==> config.mk <==
export PLATFORM = sky130hd
export DESIGN_NAME = tiny32_mem_arbiter_flat
export DESIGN_NICKNAME = d
export VERILOG_FILES = /design/src/rtl/tiny32_mem_arbiter_pkg.sv /design/src/rtl/tiny32_mem_arbiter_if.sv /design/src/rtl/tiny32_arb_rr.sv /design/src/rtl/tiny32_mem_arbiter.sv /design/src/flat_wrapper.sv
export SDC_FILE = /design/constraint.sdc
export NUM_CORES = 1
export LEC_CHECK = 0
export CORE_UTILIZATION = 37
export DETAILED_ROUTE_END_ITERATION = 10
export PLACE_DENSITY_LB_ADDON = 0.15
export SLEW_MARGIN = 20
export SYNTH_ARGS = -nofsm -noshare
export SYNTH_HDL_FRONTEND = slang
export SYNTH_HIERARCHICAL = 1
export SYNTH_SLANG_ARGS = --single-unit
export TNS_END_PERCENT = 10
==> constraint.sdc <==
create_clock -name clk -period 2.2 [get_ports clk]
set_clock_uncertainty 0.1 [all_clocks]
set_input_delay 0.44 -clock clk [delete_from_list [all_inputs] [get_ports clk]]
set_output_delay 0.44 -clock clk [all_outputs]
set_load 0.02 [all_outputs]
==> src/rtl/tiny32_mem_arbiter_pkg.sv <==
// Shared types and constants for the tiny32 two-master memory arbiter.
package tiny32_mem_arbiter_pkg;

  localparam int unsigned ADDR_W = 32;
  localparam int unsigned DATA_W = 32;
  localparam int unsigned NWR_W  = 4;
  localparam int unsigned CNT_W  = 4;

  localparam logic [NWR_W-1:0] NWR_IDLE = 4'hF;

  typedef enum logic [1:0] {
    ARB_IDLE   = 2'd0,
    ARB_ACCESS = 2'd1,
    ARB_GAP    = 2'd2
  } arb_state_e;

  // One master's request as latched for the shared port
  typedef struct packed {
    logic [ADDR_W-1:0] address;
    logic [DATA_W-1:0] data;
    logic              nrd;
    logic [NWR_W-1:0]  nwr;
  } bus_req_t;

  localparam bus_req_t BUS_IDLE = '{address: '0, data: '0, nrd: 1'b1, nwr: NWR_IDLE};

  function automatic logic is_req(bus_req_t r);
    return !r.nrd || (r.nwr != NWR_IDLE);
  endfunction

endpackage

==> src/rtl/tiny32_mem_arbiter_if.sv <==
// tiny32 CPU-style bus: address/data/strobes one way, read data and ready pulse back.
interface tiny32_mem_arbiter_if;
  import tiny32_mem_arbiter_pkg::*;

  logic [ADDR_W-1:0] address;
  logic [DATA_W-1:0] data_out;
  logic              nrd;
  logic [NWR_W-1:0]  nwr;
  logic [DATA_W-1:0] data_in;
  logic              ready;

  modport master (output address, data_out, nrd, nwr, input data_in, ready);
  modport slave  (input address, data_out, nrd, nwr, output data_in, ready);
endinterface

==> src/rtl/tiny32_arb_rr.sv <==
// Two-way request picker: round-robin on ties, or m0 always wins when FIXED_PRIO is set.
module tiny32_arb_rr #(
  parameter bit FIXED_PRIO = 1'b0
) (
  input  logic       req0,
  input  logic       req1,
  input  logic       last_grant,   // 1 = m1 owned the previous access
  output logic [1:0] grant_c
);

  always_comb begin
    grant_c = 2'b00;
    if (req0 && req1) begin
      grant_c = (FIXED_PRIO || last_grant) ? 2'b01 : 2'b10;
    end else if (req0) begin
      grant_c = 2'b01;
    end else if (req1) begin
      grant_c = 2'b10;
    end
  end

endmodule

==> src/rtl/tiny32_mem_arbiter.sv <==
// Shares one tiny32 memory port between two masters: latch winner, strobe for 1+WAIT_STATES
// cycles (stretched by mem ready), then an idle gap cycle carrying the ready pulse.
module tiny32_mem_arbiter
  import tiny32_mem_arbiter_pkg::*;
#(
  parameter int unsigned WAIT_STATES = 1,
  parameter bit          FIXED_PRIO  = 1'b0
) (
  input  logic                 clk,
  input  logic                 nreset,
  tiny32_mem_arbiter_if.slave  m0,
  tiny32_mem_arbiter_if.slave  m1,
  tiny32_mem_arbiter_if.master mem,
  output logic [1:0]           grant
);

  arb_state_e             state_q, state_d;
  bus_req_t               req0_c, req1_c;
  bus_req_t               lat_q, lat_d;
  logic [CNT_W-1:0]       cnt_q, cnt_d;
  logic [1:0]             grant_q, grant_d;
  logic                   last_q, last_d;
  logic [1:0][DATA_W-1:0] rdata_q, rdata_d;
  logic [1:0]             ready_q, ready_d;
  logic [1:0]             pick_c;

  assign req0_c = '{address: m0.address, data: m0.data_out, nrd: m0.nrd, nwr: m0.nwr};
  assign req1_c = '{address: m1.address, data: m1.data_out, nrd: m1.nrd, nwr: m1.nwr};

  tiny32_arb_rr #(.FIXED_PRIO(FIXED_PRIO)) u_rr (
    .req0       (is_req(req0_c)),
    .req1       (is_req(req1_c)),
    .last_grant (last_q),
    .grant_c    (pick_c)
  );

  // Next-state and next-register values; the latch doubles as the shared strobe register
  always_comb begin
    state_d = state_q;
    lat_d   = lat_q;
    cnt_d   = cnt_q;
    grant_d = grant_q;
    last_d  = last_q;
    rdata_d = rdata_q;
    ready_d = 2'b00;
    case (state_q)
      ARB_IDLE: begin
        if (pick_c != 2'b00) begin
          lat_d   = pick_c[1] ? req1_c : req0_c;
          cnt_d   = CNT_W'(WAIT_STATES);
          grant_d = pick_c;
          last_d  = pick_c[1];
          state_d = ARB_ACCESS;
        end
      end
      ARB_ACCESS: begin
        if (cnt_q != '0) begin
          cnt_d = cnt_q - CNT_W'(1);
        end else if (mem.ready) begin
          if (!lat_q.nrd) begin
            rdata_d[grant_q[1]] = mem.data_in;
          end
          lat_d.nrd = 1'b1;
          lat_d.nwr = NWR_IDLE;
          ready_d   = grant_q;
          grant_d   = 2'b00;
          state_d   = ARB_GAP;
        end
      end
      ARB_GAP: state_d = ARB_IDLE;
      default: state_d = ARB_IDLE;
    endcase
  end

  always_ff @(posedge clk or negedge nreset) begin
    if (!nreset) begin
      state_q <= ARB_IDLE;
      lat_q   <= BUS_IDLE;
      cnt_q   <= '0;
      grant_q <= 2'b00;
      last_q  <= 1'b1;
      rdata_q <= '0;
      ready_q <= 2'b00;
    end else begin
      state_q <= state_d;
      lat_q   <= lat_d;
      cnt_q   <= cnt_d;
      grant_q <= grant_d;
      last_q  <= last_d;
      rdata_q <= rdata_d;
      ready_q <= ready_d;
    end
  end

  assign mem.address  = lat_q.address;
  assign mem.data_out = lat_q.data;
  assign mem.nrd      = lat_q.nrd;
  assign mem.nwr      = lat_q.nwr;
  assign m0.data_in   = rdata_q[0];
  assign m1.data_in   = rdata_q[1];
  assign m0.ready     = ready_q[0];
  assign m1.ready     = ready_q[1];
  assign grant        = grant_q;

endmodule

==> src/flat_wrapper.sv <==
// flat-port wrapper written by rule: the top's interface ports become plain ports
module tiny32_mem_arbiter_flat import tiny32_mem_arbiter_pkg::*;
#(
  parameter int unsigned WAIT_STATES = 1,
  parameter bit          FIXED_PRIO  = 1'b0
)
  (clk, nreset, grant, m0_address, m0_data_out, m0_nrd, m0_nwr, m0_data_in, m0_ready, m1_address, m1_data_out, m1_nrd, m1_nwr, m1_data_in, m1_ready, mem_address, mem_data_out, mem_nrd, mem_nwr, mem_data_in, mem_ready);
  tiny32_mem_arbiter_if m0_i ();
  tiny32_mem_arbiter_if m1_i ();
  tiny32_mem_arbiter_if mem_i ();
  input  logic clk;
  input  logic nreset;
  output logic [1:0] grant;
  input wire logic [$bits(m0_i.address)-1:0] m0_address;
  input wire logic [$bits(m0_i.data_out)-1:0] m0_data_out;
  input wire logic [$bits(m0_i.nrd)-1:0] m0_nrd;
  input wire logic [$bits(m0_i.nwr)-1:0] m0_nwr;
  output wire logic [$bits(m0_i.data_in)-1:0] m0_data_in;
  output wire logic [$bits(m0_i.ready)-1:0] m0_ready;
  input wire logic [$bits(m1_i.address)-1:0] m1_address;
  input wire logic [$bits(m1_i.data_out)-1:0] m1_data_out;
  input wire logic [$bits(m1_i.nrd)-1:0] m1_nrd;
  input wire logic [$bits(m1_i.nwr)-1:0] m1_nwr;
  output wire logic [$bits(m1_i.data_in)-1:0] m1_data_in;
  output wire logic [$bits(m1_i.ready)-1:0] m1_ready;
  output wire logic [$bits(mem_i.address)-1:0] mem_address;
  output wire logic [$bits(mem_i.data_out)-1:0] mem_data_out;
  output wire logic [$bits(mem_i.nrd)-1:0] mem_nrd;
  output wire logic [$bits(mem_i.nwr)-1:0] mem_nwr;
  input wire logic [$bits(mem_i.data_in)-1:0] mem_data_in;
  input wire logic [$bits(mem_i.ready)-1:0] mem_ready;
  assign m0_i.address = m0_address;
  assign m0_i.data_out = m0_data_out;
  assign m0_i.nrd = m0_nrd;
  assign m0_i.nwr = m0_nwr;
  assign m0_data_in = m0_i.data_in;
  assign m0_ready = m0_i.ready;
  assign m1_i.address = m1_address;
  assign m1_i.data_out = m1_data_out;
  assign m1_i.nrd = m1_nrd;
  assign m1_i.nwr = m1_nwr;
  assign m1_data_in = m1_i.data_in;
  assign m1_ready = m1_i.ready;
  assign mem_address = mem_i.address;
  assign mem_data_out = mem_i.data_out;
  assign mem_nrd = mem_i.nrd;
  assign mem_nwr = mem_i.nwr;
  assign mem_i.data_in = mem_data_in;
  assign mem_i.ready = mem_ready;
  tiny32_mem_arbiter #(.WAIT_STATES(WAIT_STATES), .FIXED_PRIO(FIXED_PRIO)) u_core (.clk(clk), .nreset(nreset), .m0(m0_i), .m1(m1_i), .mem(mem_i), .grant(grant));
endmodule
Yosys cells after proc, flatten, opt, wreduce, memory -nomap -nowiden. Cells that the tools add are included.

Add/subtract/negate cells: 1. Magnitude comparators: 2. Equality and inequality tests: 7. Muxes and demuxes: 26. Bitwise gates (word level): 2. Reduce and logical (&&, ||, !) cells: 15.

Operators with widths (number): two-way mux 69 bit (1); bitwise mux 64 bit (1); demux 32 bit (select 1 bit) (1); two-way mux 32 bit (1); two-way mux 2 bit (13); two-way mux 5 bit (3); case mux 5 bit (2 select lines) (1); two-way mux 4 bit (2); != test 4 bit (second input constant) (2); case mux 2 bit (2 select lines) (2); case mux 4 bit (2 select lines) (1); AND reduction 4 bit (2); AND reduction 3 bit (2); != test 2 x 1 -> 1 bit (second input constant) (2); != test 2 bit (second input constant) (2); nonzero test 2 bit (2); nonzero test 4 bit (1); subtractor 4 x 1 -> 4 bit (second input constant) (1); equality test 2 x 1 -> 1 bit (second input constant) (1); logical AND 1 bit (2); logical NOT 1 bit (2); logical NOT 2 bit (1); logical OR 1 bit (2); less-than comparator 1 x 2 -> 1 bit (second input constant) (1); 3 further kinds (4).

Flip-flop bits (word level): 144. Output and inout bits: 137. Word-level logic and storage cells: 64.

Logic depth before layout (Yosys ltp). Gate-level depths: netlist of the first run.

Depth after elaboration: 8. Depth in mapped cells: 8. Gate-level depth less buffers: 6.

Hierarchy. Netlist of the first run, hierarchy kept.

By module, submodules not included: tiny32_mem_arbiter (times used 1, cells each 494, area an instance 6234.7 µm²); tiny32_arb_rr (times used 1, cells each 3, area an instance 18.8 µm²).

Worst setup path after synthesis of the first run. Ideal clock, no wire load.

Kind: register to register. Start: reg u_core.cnt_q[0]. End: reg u_core.rdata_q, in the netlist u_core/m0.data_in[13]. Arrival time: 1.986 ns. Required time: 1.975 ns. Path slack: -0.011 ns. Cell stages (with the launch flop): 8. Buffers on the path: 2. Clock period less this slack: 2.211 ns. Path through: dfrtp_1 inv_1 ha_1 or3b_1 buf_6 nor4_4 buf_6 mux2_2.

Cells in the longest elaborated chain, start to end: 3.

RTL lines: from (decl) (RTL line tiny32_mem_arbiter.sv:20) `logic [CNT_W-1:0] cnt_q, cnt_d;`; from (signal assigned) (RTL line tiny32_mem_arbiter.sv:87) `cnt_q <= cnt_d;`; nonzero test 4 bit (RTL line tiny32_mem_arbiter.sv:57) `if (cnt_q != '0) begin`; NOT 1 bit (no source line); AND reduction 4 bit (no source line); to (signal assigned) (RTL line tiny32_mem_arbiter.sv:90) `rdata_q <= rdata_d;`; to (decl) (RTL line tiny32_mem_arbiter.sv:23) `logic [1:0][DATA_W-1:0] rdata_q, rdata_d;`.

No other way between the ends. A chain may end at the register's enable or synchronous reset.

Worst setup path in the final report of the first run.
Start: in m0_nwr[3]. End: reg u_core.lat_q, in the netlist u_core/mem.nwr[0].

Cells in the longest elaborated chain, start to end: 7. Elaborated cells between the ends (all ways): 11. Classes of those cells: 2 x eq/ne; 5 x mux; 4 x reduce/logical.

RTL lines: from (decl) (RTL line flat_wrapper.sv:17) `input wire logic [$bits(m0_i.nwr)-1:0] m0_nwr;`; != test 4 bit (*) (RTL line tiny32_mem_arbiter_pkg.sv:28) `return !r.nrd || (r.nwr != NWR_IDLE);`; logical OR 1 bit (*) (RTL line tiny32_mem_arbiter_pkg.sv:28); two-way mux 2 bit or logical AND 1 bit (tied branches) (RTL line tiny32_arb_rr.sv:15, tiny32_arb_rr.sv:13); two-way mux 2 bit (*) (RTL line tiny32_arb_rr.sv:13) `if (req0 && req1) begin`; named net u_core.pick_c[1] (RTL line tiny32_mem_arbiter.sv:25) `logic [1:0] pick_c;`; nonzero test 2 bit or two-way mux 69 bit (tied branches) (RTL line tiny32_mem_arbiter.sv:48, tiny32_mem_arbiter.sv:49); != test 2 x 1 -> 1 bit (no source line) or two-way mux 5 bit (tied branches); AND reduction 4 bit (no source line) or case mux 5 bit (2 select lines) (tied branches); to (signal assigned) (RTL line tiny32_mem_arbiter.sv:86) `lat_q <= lat_d;`; to (decl) (RTL line tiny32_mem_arbiter.sv:19) `bus_req_t lat_q, lat_d;`.

Mark *: on every way through the listed nets, which the timed path passes. The rest lies on a longest branch. The select of a mux whose other input is x is not followed.

==> run metrics, run 1 <==
Max Buffers Root-to-Sink 2; Hold WC Path Type register to register; setup violators final 0; Clock Latency Late Sink 0.41 ns; multi-input logic area 2460 sq um; die extent in x 132 microns; post-DP HPWL 13.6 mm; CP required 2.42 ns; IO buf count 309; Via density 4.99; commonest cells in the netlist dfrtp_1, o21ai_0, mux2i_1, mux2_2, clkbuf_1; largest net degree at the start of global routing 66; GPL Wtd Cong 0.802; fill cell count 1,295; most common cell in the netlist dfrtp_1; Mapped Nets 672; pins over their slew limit 0; FF+latch count, synth 144; Layout Cells excl Fill 1,055; DR vias 5,260; GRT overflow 0; VDD IR max 0.000732 V; H-tree depth 4; drt wl/cell 17.3 microns; Fmax 0.468 GHz; RSZ-0062 raised after global routing yes; post-synth top area cell dfrtp_1; CP Capture Type register; Root Driver clkbuf_16; Final Hold Viols 0; die extent in y 132 microns; Pre-antenna DRT Iters 4; n_diodes 0; status finished clean; # IOs 310; Max-Cap Viols 0; number of global-route vias before repair 5,559; FF-to-FF setup slack 0.09 ns; Initial DRC Count 161; share of cells above drive strength 1 0.160; CTS buffer count 17; Synth Flop Type dfrtp_1; Post-Syn Area 6250 sq um; Initial Util 0.378; slew margin rel. 0.599; initial antenna violation count 1; CORE AREA 16,500 sq um; first-pass GRT wire length 28.9 mm; # DRC 0; CP Max Fanout 5; CP arrival 2.36 ns; CP startpoint kind primary input; min cycle time layout 2.14 ns; final setup margin 0.0648 ns; top cell type's share of synthesized area 0.552; Leakage 0.00455 uW; hold_ws 0.383 ns; PwrDens 1460 nW/um^2; ANT nets after route 0; post-synthesis sequential area ratio 0.577; worst-margin pin slew 0.601 ns; Synth area leaders dfrtp_1, mux2i_1, o21ai_0; CTS tree done; DP Cell Count 1,020; Tot GR Track Use 0.213; P&R area growth vs syn 67.2%; Mapped Cells 497; final wirelength 18.3 mm; post-place setup slack -0.351 ns; syn_area_per_cell 12.6 sq um; die area 17,400 sq um; # nets final 997; clk sinks 144; Post-synth EDFFs 0; Synth Warn # 6; Final period util 0.971; CP Class primary input to register; clock slew seen by the registers of the worst setup and hold paths 0.06 ns; register area 3610 sq um; share of synthesized registers carrying an async set or reset 1.00; synth unique cells 37; row cnt 47
## cells by family after synthesis
kind of cell	synth area share
AO/OA/AOI/OAI	0.131
flip-flops	0.577
adder cells (fa/ha/maj)	0.00400
buffers and inverters	0.0336
multiplexers	0.227
AND/OR/NAND/NOR	0.0266
## cell usage in the layout (no fill, tap or decap), drive strengths merged, types with 4 or more instances in the layout
| cell | n |
|---|---|
| mux2i | 69 |
| buf | 32 |
| inv | 7 |
| dfstp | 6 |
| dfrtp | 138 |
| a2bb2oi | 5 |
| mux2 | 65 |
| clkinv | 4 |
| nor2 | 5 |
| bufinv | 4 |
| o21ai | 132 |
| clkdlybuf4s50 | 307 |
| clkbuf | 21 |
## through the flow
step | utilization | setup TNS [ns] | power (uW) | instance area [sq um]
final | 0.633 | 0 | 15200 | 10500
after global routing | 0.633 | -0.291 | 16100 | 10500
after CTS | 0.630 | 0 | 15400 | 10400
after detailed placement | 0.592 | -22.67 | 12300 | 9780
after global placement | 0.592 | -19.72 | 12000 | 9780
after floorplan | - | -0.542 | 8400 | 6250
## per-layer routing
metal	vias up	global-route usage	wire length (microns)
met4	0	0.0891	459
met3	27	0.0677	1410
met1	2533	0.243	7150
met2	246	0.368	9240
met5	-	0	0
li1	2454	-	-
## flip-flops by register name, summed over array words and instances (netlist names)
register	cells
u_core/mem.address	32
u_core/m1.data_in	32
u_core/cnt_q	4
u_core/ready_q	2
u_core/mem.nrd	1
u_core/state_q	2
u_core/m0.data_in	32
u_core/last_q	1
u_core/mem.nwr	4
u_core/mem.data_out	32
u_core/grant	2
## final timing paths
path	start	to	depth (start not counted)
max	m0_nwr[3]	u_core/mem.nwr[0]	8
min	u_core/m1.data_in[12]	u_core/m1.data_in[12]	1
max reg2reg	u_core/cnt_q[1]	u_core/m0.data_in[8]	7
min reg2reg	u_core/m1.data_in[12]	u_core/m1.data_in[12]	1
max in group asynchronous	nreset	u_core/mem.data_out[13]	3
min in group asynchronous	nreset	u_core/m0.data_in[24]	2
## worst max-delay path: stages
cell	delay (ns)
clkdlybuf4s50_1	0.47
and3_1	0.19
nand3_1	0.14
a21boi_4	0.21
nor3_1	0.12
a2111oi_4	0.38
buf_4	0.20
a2bb2oi_1	0.19
## power breakdown
part / total (uW) / leakage, uW / switching (uW) / internal [uW]
Clock: 3030 / 0.000297 / 1090 / 1930
Combinational: 7670 / 0.00241 / 3930 / 3740
Sequential: 4530 / 0.00184 / 649 / 3880
## layout make-up
cell class / count / area share
Clock buffer: 20 / 0.0427
Clock inverter: 12 / 0.0175
Inverter: 6 / 0.00215
Multi-Input combinational cell: 311 / 0.236
Sequential cell: 144 / 0.345
Tap cell: 220 / 0.0263
Timing Repair Buffer: 342 / 0.330
## timing repair
action / in CTS / in global routing
setup buffers: 0 / 1
pin swaps: 1 / 2
resized for setup: 2 / 3
hold buffers: 1 / 0
cloned: 0 / 1
hold endpoints to repair: 41 / 0
setup endpoints to repair: 70 / 95
Power figures use the tool's default switching activity.
==> run 2: changes to the inputs <==
==> constraint.sdc (replaced) <==
create_clock -name clk -period 2.2 [get_ports clk]
set_clock_uncertainty 0.1 [all_clocks]
set_input_delay 0.22 -clock clk [delete_from_list [all_inputs] [get_ports clk]]
set_output_delay 0.22 -clock clk [all_outputs]
set_load 0.02 [all_outputs]
==> run 2 against run 1 <==
Design area up 0.57%. Global-route usage down 0.30 points. Utilization up 0.36 points. Sequential power about the same. Worst setup slack worse by 0.062 ns. Routed wire length about the same. Clock power down 6%. Hold slack worse by 0.18 ns. Via count down 0.11%. First-iteration DRC count down 20%. Critical path type is now register to register.
==> run metrics, run 2 (synthesis results as in run 1) <==
status finished clean; worst-margin pin slew 0.583 ns (-0.0174 ns); n_diodes 0 (unchanged); number of global-route vias before repair 5,524 (-0.63%); ANT nets after route 0 (unchanged); first-pass GRT wire length 28.4 mm (-1.9%); post-place setup slack -0.189 ns (+0.162 ns); Max-Cap Viols 0 (unchanged); Initial DRC Count 128 (-20%); Buf+Inv Stages, Crit Path 3 (+1); GRT overflow 0 (unchanged); Final Hold Viols 0 (unchanged); CTS buffer count 17 (unchanged); CP Max Fanout 8 (+3); Clock Latency Late Sink 0.41 ns (about the same); Pre-antenna DRT Iters 5 (+1); die area 17,400 sq um (unchanged); share of cells above drive strength 1 0.166 (+0.00539); Final period util 0.999 (+0.0281); CORE AREA 16,500 sq um (unchanged); # IOs 310 (unchanged); largest net degree at the start of global routing 66 (unchanged); CTS tree done; DR vias 5,254 (-0.11%); r2r worst-path depth 7 (unchanged); max incr delay on CP 0.43 ns (-0.04 ns); slew margin rel. 0.611 (+0.0116); clk sinks 144 (unchanged); Tot GR Track Use 0.210 (-0.00302); Root Driver clkbuf_16; fill cell count 1,260 (-2.7%); GPL Wtd Cong 0.821 (+2.4%); Hold WC Path Type primary input to asynchronous set/reset pin; VDD IR max 0.000721 V (-1.4%); # nets final 994 (-0.30%); commonest non-fill, non-tap cells in the layout clkdlybuf4s50_1, dfrtp_1, o21ai_0, mux2i_1, mux2_2; row cnt 47 (unchanged); P&R area growth vs syn 68.2%; min cycle time layout 2.20 ns (+0.0618 ns); clock slew seen by the registers of the worst setup and hold paths 0.06 ns (about the same); H-tree depth 4 (unchanged); RSZ-0062 raised after global routing yes; # DRC 0 (unchanged); CP required 2.40 ns (-0.02 ns); final wirelength 18.3 mm (about the same); CP Class register to register; Via density 4.99 (+0.17%); CP Capture Type register; CP startpoint kind register; IO buf count 309 (unchanged); post-DP HPWL 13.2 mm (-2.5%); Critical R2R Capture u_core/m0.data_in[6]; Fmax 0.455 GHz (-2.8%); CP max-delay cell or3b_4; Max Buffers Root-to-Sink 2 (unchanged); FF-to-FF setup slack 0.003 ns (-0.09 ns); number of cells on the critical path 7 (-1); setup violators final 0 (unchanged); drt wl/cell 17.4 microns (+0.33%); final setup margin 0.00304 ns (-0.0618 ns); total power 15,200 uW (-0.49%); origin of the critical flop-to-flop path u_core/cnt_q[0]; pins over their slew limit 0 (unchanged); CP Cell Sequence inv_2 -> ha_1 -> or3b_4 -> nor4_4 -> buf_6 -> clkbuf_16 -> mux2_2; commonest non-fill, non-tap cell in the layout clkdlybuf4s50_1; Initial Util 0.378 (unchanged); kind of cell adding the most delay to the critical path simple AND/OR/NAND/NOR gates; CP arrival 2.39 ns (+0.03 ns); initial antenna violation count 0 (-1); PwrDens 1440 nW/um^2 (-1.1%); die extent in x 132 microns (unchanged); die extent in y 132 microns (unchanged); Leakage 0.00455 uW (about the same); hold_ws 0.198 ns (-0.184 ns)
## run 2: worst max-delay path by stage
stage                    start                    end  slack (ns)
2_1_floorplan  u_core/cnt_q[0]  u_core/m0.data_in[13]       -0.01
3_3_place_gp         m0_nwr[2]      u_core/mem.nwr[1]        -0.1
3_5_place_dp         m0_nwr[0]      u_core/mem.nwr[0]       -0.19
4_1_cts        u_core/cnt_q[0]   u_core/m0.data_in[1]       0.005
5_1_grt        u_core/cnt_q[0]   u_core/m0.data_in[6]       -0.05
6_report       u_core/cnt_q[0]   u_core/m0.data_in[6]       0.003
## run 2: layout make-up
class                      instances  area [sq um]  area share
tap                              220           275      0.0262
timing repair buffer             339          3480       0.331
inverter                           6          22.5     0.00214
multi-input combinational        311          2530       0.240
sequential                       144          3610       0.343
clock buffer                      21           470      0.0447
clock inverter                    11           129      0.0123
## run 2: power by group
part / leakage (uW) / total, uW / switching, uW / internal (uW)
combinational: 0.00243 / 7740 / 3910 / 3830
sequential: 0.00184 / 4560 / 672 / 3890
clock: 0.000278 / 2850 / 1090 / 1770
## run 2: per-layer routing
layer	GRT usage	share of wire	wire length, microns	vias to the layer above
li1	-	-	-	2452
met1	0.231	0.39	7050	2563
met2	0.371	0.51	9350	212
met3	0.0711	0.078	1430	27
met4	0.0853	0.024	432	0
met5	0	0	0	-
## run 2: worst reg2reg max path, stage by stage (launching register included)
cell and delay, ns:
dfrtp_1 0.39, inv_2 0.06, ha_1 0.14, or3b_4 0.43, nor4_4 0.27, buf_6 0.18
clkbuf_16 0.18, mux2_2 0.34
## run 2: through the flow
| stage | util | cells | TNS, ns | instance area, sq um |
|---|---|---|---|---|
| final | 0.637 | 1052 | 0 | 10500 |
| after global routing | 0.637 | 1052 | -0.968 | 10500 |
| after CTS | 0.627 | 1046 | 0 | 10400 |
| after detailed placement | 0.590 | 1013 | -3.89 | 9750 |
| after global placement | 0.590 | 1013 | -0.499 | 9750 |
| after floorplan | - | 497 | -0.532 | 6250 |
## run 2: what timing repair did
item                                    4_1_cts  5_1_grt
hold buffers                                  1        0
cloned                                        0        3
setup buffers                                 0        3
endpoints found under the hold margin        43        0
pin swaps                                     1        2
endpoints found under the setup margin       69       69
resized for setup                             1       20
==> run 3: changes to the inputs <==
CTS_CLUSTER_DIAMETER = 50   (was not set)
SKIP_LAST_GASP = 1   (was not set)
==> run 3 against run 2 <==
Final cell count unchanged. Sequential power barely moved. Highest routed layer unchanged. Critical endpoint is now u_core/m0.data_in[0]. Largest power group unchanged. Total power fell by 0.42%. Worst setup slack gained 0.0081 ns. Non-clock buffer count is the same. Clock-buffer cell count is the same. Routed wire length fell by 0.55%.
==> run metrics, run 3 (synthesis results as in run 1) <==
P&R area growth vs syn 67.6%; Final period util 0.995 (-0.00368); Initial DRC Count 130 (+1.6%); # nets final 994 (unchanged); ANT nets after route 0 (unchanged); drt wl/cell 17.3 microns (-0.55%); Initial Util 0.378 (unchanged); Max-Cap Viols 0 (unchanged); Tot GR Track Use 0.210 (unchanged); Root Driver clkbuf_16; commonest non-fill, non-tap cell in the layout clkdlybuf4s50_1; Leakage 0.00453 uW (-0.30%); die extent in x 132 microns (unchanged); final setup margin 0.0111 ns (+0.00811 ns); CTS tree done; IO buf count 309 (unchanged); Clock Latency Late Sink 0.41 ns (about the same); post-place setup slack -0.189 ns (unchanged); n_diodes 0 (unchanged); Final Hold Viols 0 (unchanged); Hold WC Path Type primary input to asynchronous set/reset pin; CP arrival 2.38 ns (about the same); CTS buffer count 17 (unchanged); largest net degree at the start of global routing 66 (unchanged); fill cell count 1,253 (-0.56%); die area 17,400 sq um (unchanged); PwrDens 1440 nW/um^2 (about the same); clk sinks 144 (unchanged); FF-to-FF setup slack 0.01 ns (about the same); # DRC 0 (unchanged); slew margin rel. 0.609 (-0.00165); CORE AREA 16,500 sq um (unchanged); share of cells above drive strength 1 0.162 (-0.00361); GRT overflow 0 (unchanged); post-DP HPWL 13.2 mm (unchanged); CP startpoint kind register; GPL Wtd Cong 0.821 (unchanged); status finished clean; Pre-antenna DRT Iters 6 (+1); final wirelength 18.2 mm (-0.55%); Fmax 0.457 GHz (+0.37%); die extent in y 132 microns (unchanged); setup violators final 0 (unchanged); worst-margin pin slew 0.586 ns (+0.00247 ns); RSZ-0062 raised after global routing yes; first-pass GRT wire length 28.4 mm (unchanged); total power 15,100 uW (-0.42%); CP required 2.40 ns (about the same); commonest non-fill, non-tap cells in the layout clkdlybuf4s50_1, dfrtp_1, o21ai_0, mux2i_1, mux2_2; Via density 4.99 (about the same); H-tree depth 4 (unchanged); pins over their slew limit 0 (unchanged); number of global-route vias before repair 5,524 (unchanged); CP Class register to register; clock slew seen by the registers of the worst setup and hold paths 0.06 ns (about the same); # IOs 310 (unchanged); VDD IR max 0.000721 V (-0.11%); min cycle time layout 2.19 ns (-0.00811 ns); Max Buffers Root-to-Sink 2 (unchanged); initial antenna violation count 0 (unchanged); row cnt 47 (unchanged); CP Max Fanout 8 (unchanged); CP Capture Type register; DR vias 5,251 (-0.057%)
==> run 3: final cells by class <==
cell class                      count  area, sq um  share of cell area
Sequential cell                   144         3610               0.345
Timing Repair Buffer              339         3480               0.332
Multi-Input combinational cell    311         2490               0.237
Clock buffer                       21          470              0.0449
Tap cell                          220          275              0.0263
Clock inverter                     11          129              0.0123
Inverter                            6         22.5             0.00215
==> run 3: final timing paths <==
kind	startpoint	end	cells past startpoint
setup / recovery	u_core/cnt_q[0]	u_core/m0.data_in[0]	7
hold / removal	nreset	u_core/m0.data_in[24]	2
setup reg to reg	u_core/cnt_q[0]	u_core/m0.data_in[0]	7
hold reg to reg	u_core/m1.data_in[7]	u_core/m1.data_in[7]	1
max in group asynchronous	nreset	u_core/mem.nrd	3
min in group clk	m0_data_out[23]	u_core/mem.data_out[23]	3
==> run 3: layer usage <==
metal,routed length (microns),global-route usage,up-vias
met3,1410,0.0711,27
met5,0,0,-
li1,-,-,2454
met1,7000,0.231,2556
met2,9320,0.371,214
met4,432,0.0853,0
==> run 3: repair_timing <==
action / 4_1_cts / 5_1_grt
pin swaps: 1 / 2
gates resized for setup: 1 / 10
endpoints found under the hold margin: 43 / 0
buffers inserted: 0 / 3
cloned: 0 / 3
endpoints found under the setup margin: 69 / 69
hold buffers: 1 / 0
==> run 3: critical path: stages (launching register included) <==
cell and delay (ns):
dfrtp_1 0.39, inv_2 0.06, ha_1 0.14, or3b_4 0.43, nor4_4 0.27, buf_6 0.18
clkbuf_16 0.17, mux2_2 0.33
==> run 3: power by group <==
group	switching, uW	leakage, uW	internal [uW]
sequential	666	0.00184	3880
combinational	3900	0.00242	3780
clock	1090	0.000278	1770
==> run 3: stage by stage <==
stage	std cells	util	setup TNS [ns]	hold slack, ns	cell area [sq um]
after floorplan	497	-	-0.532	-0.176	6250
after global placement	1013	0.590	-0.499	0.0528	9750
after detailed placement	1013	0.590	-3.89	0.0554	9750
after CTS	1046	0.627	0	0.184	10400
after global routing	1052	0.634	-0.967	0.220	10500
final	1052	0.634	0	0.195	10500
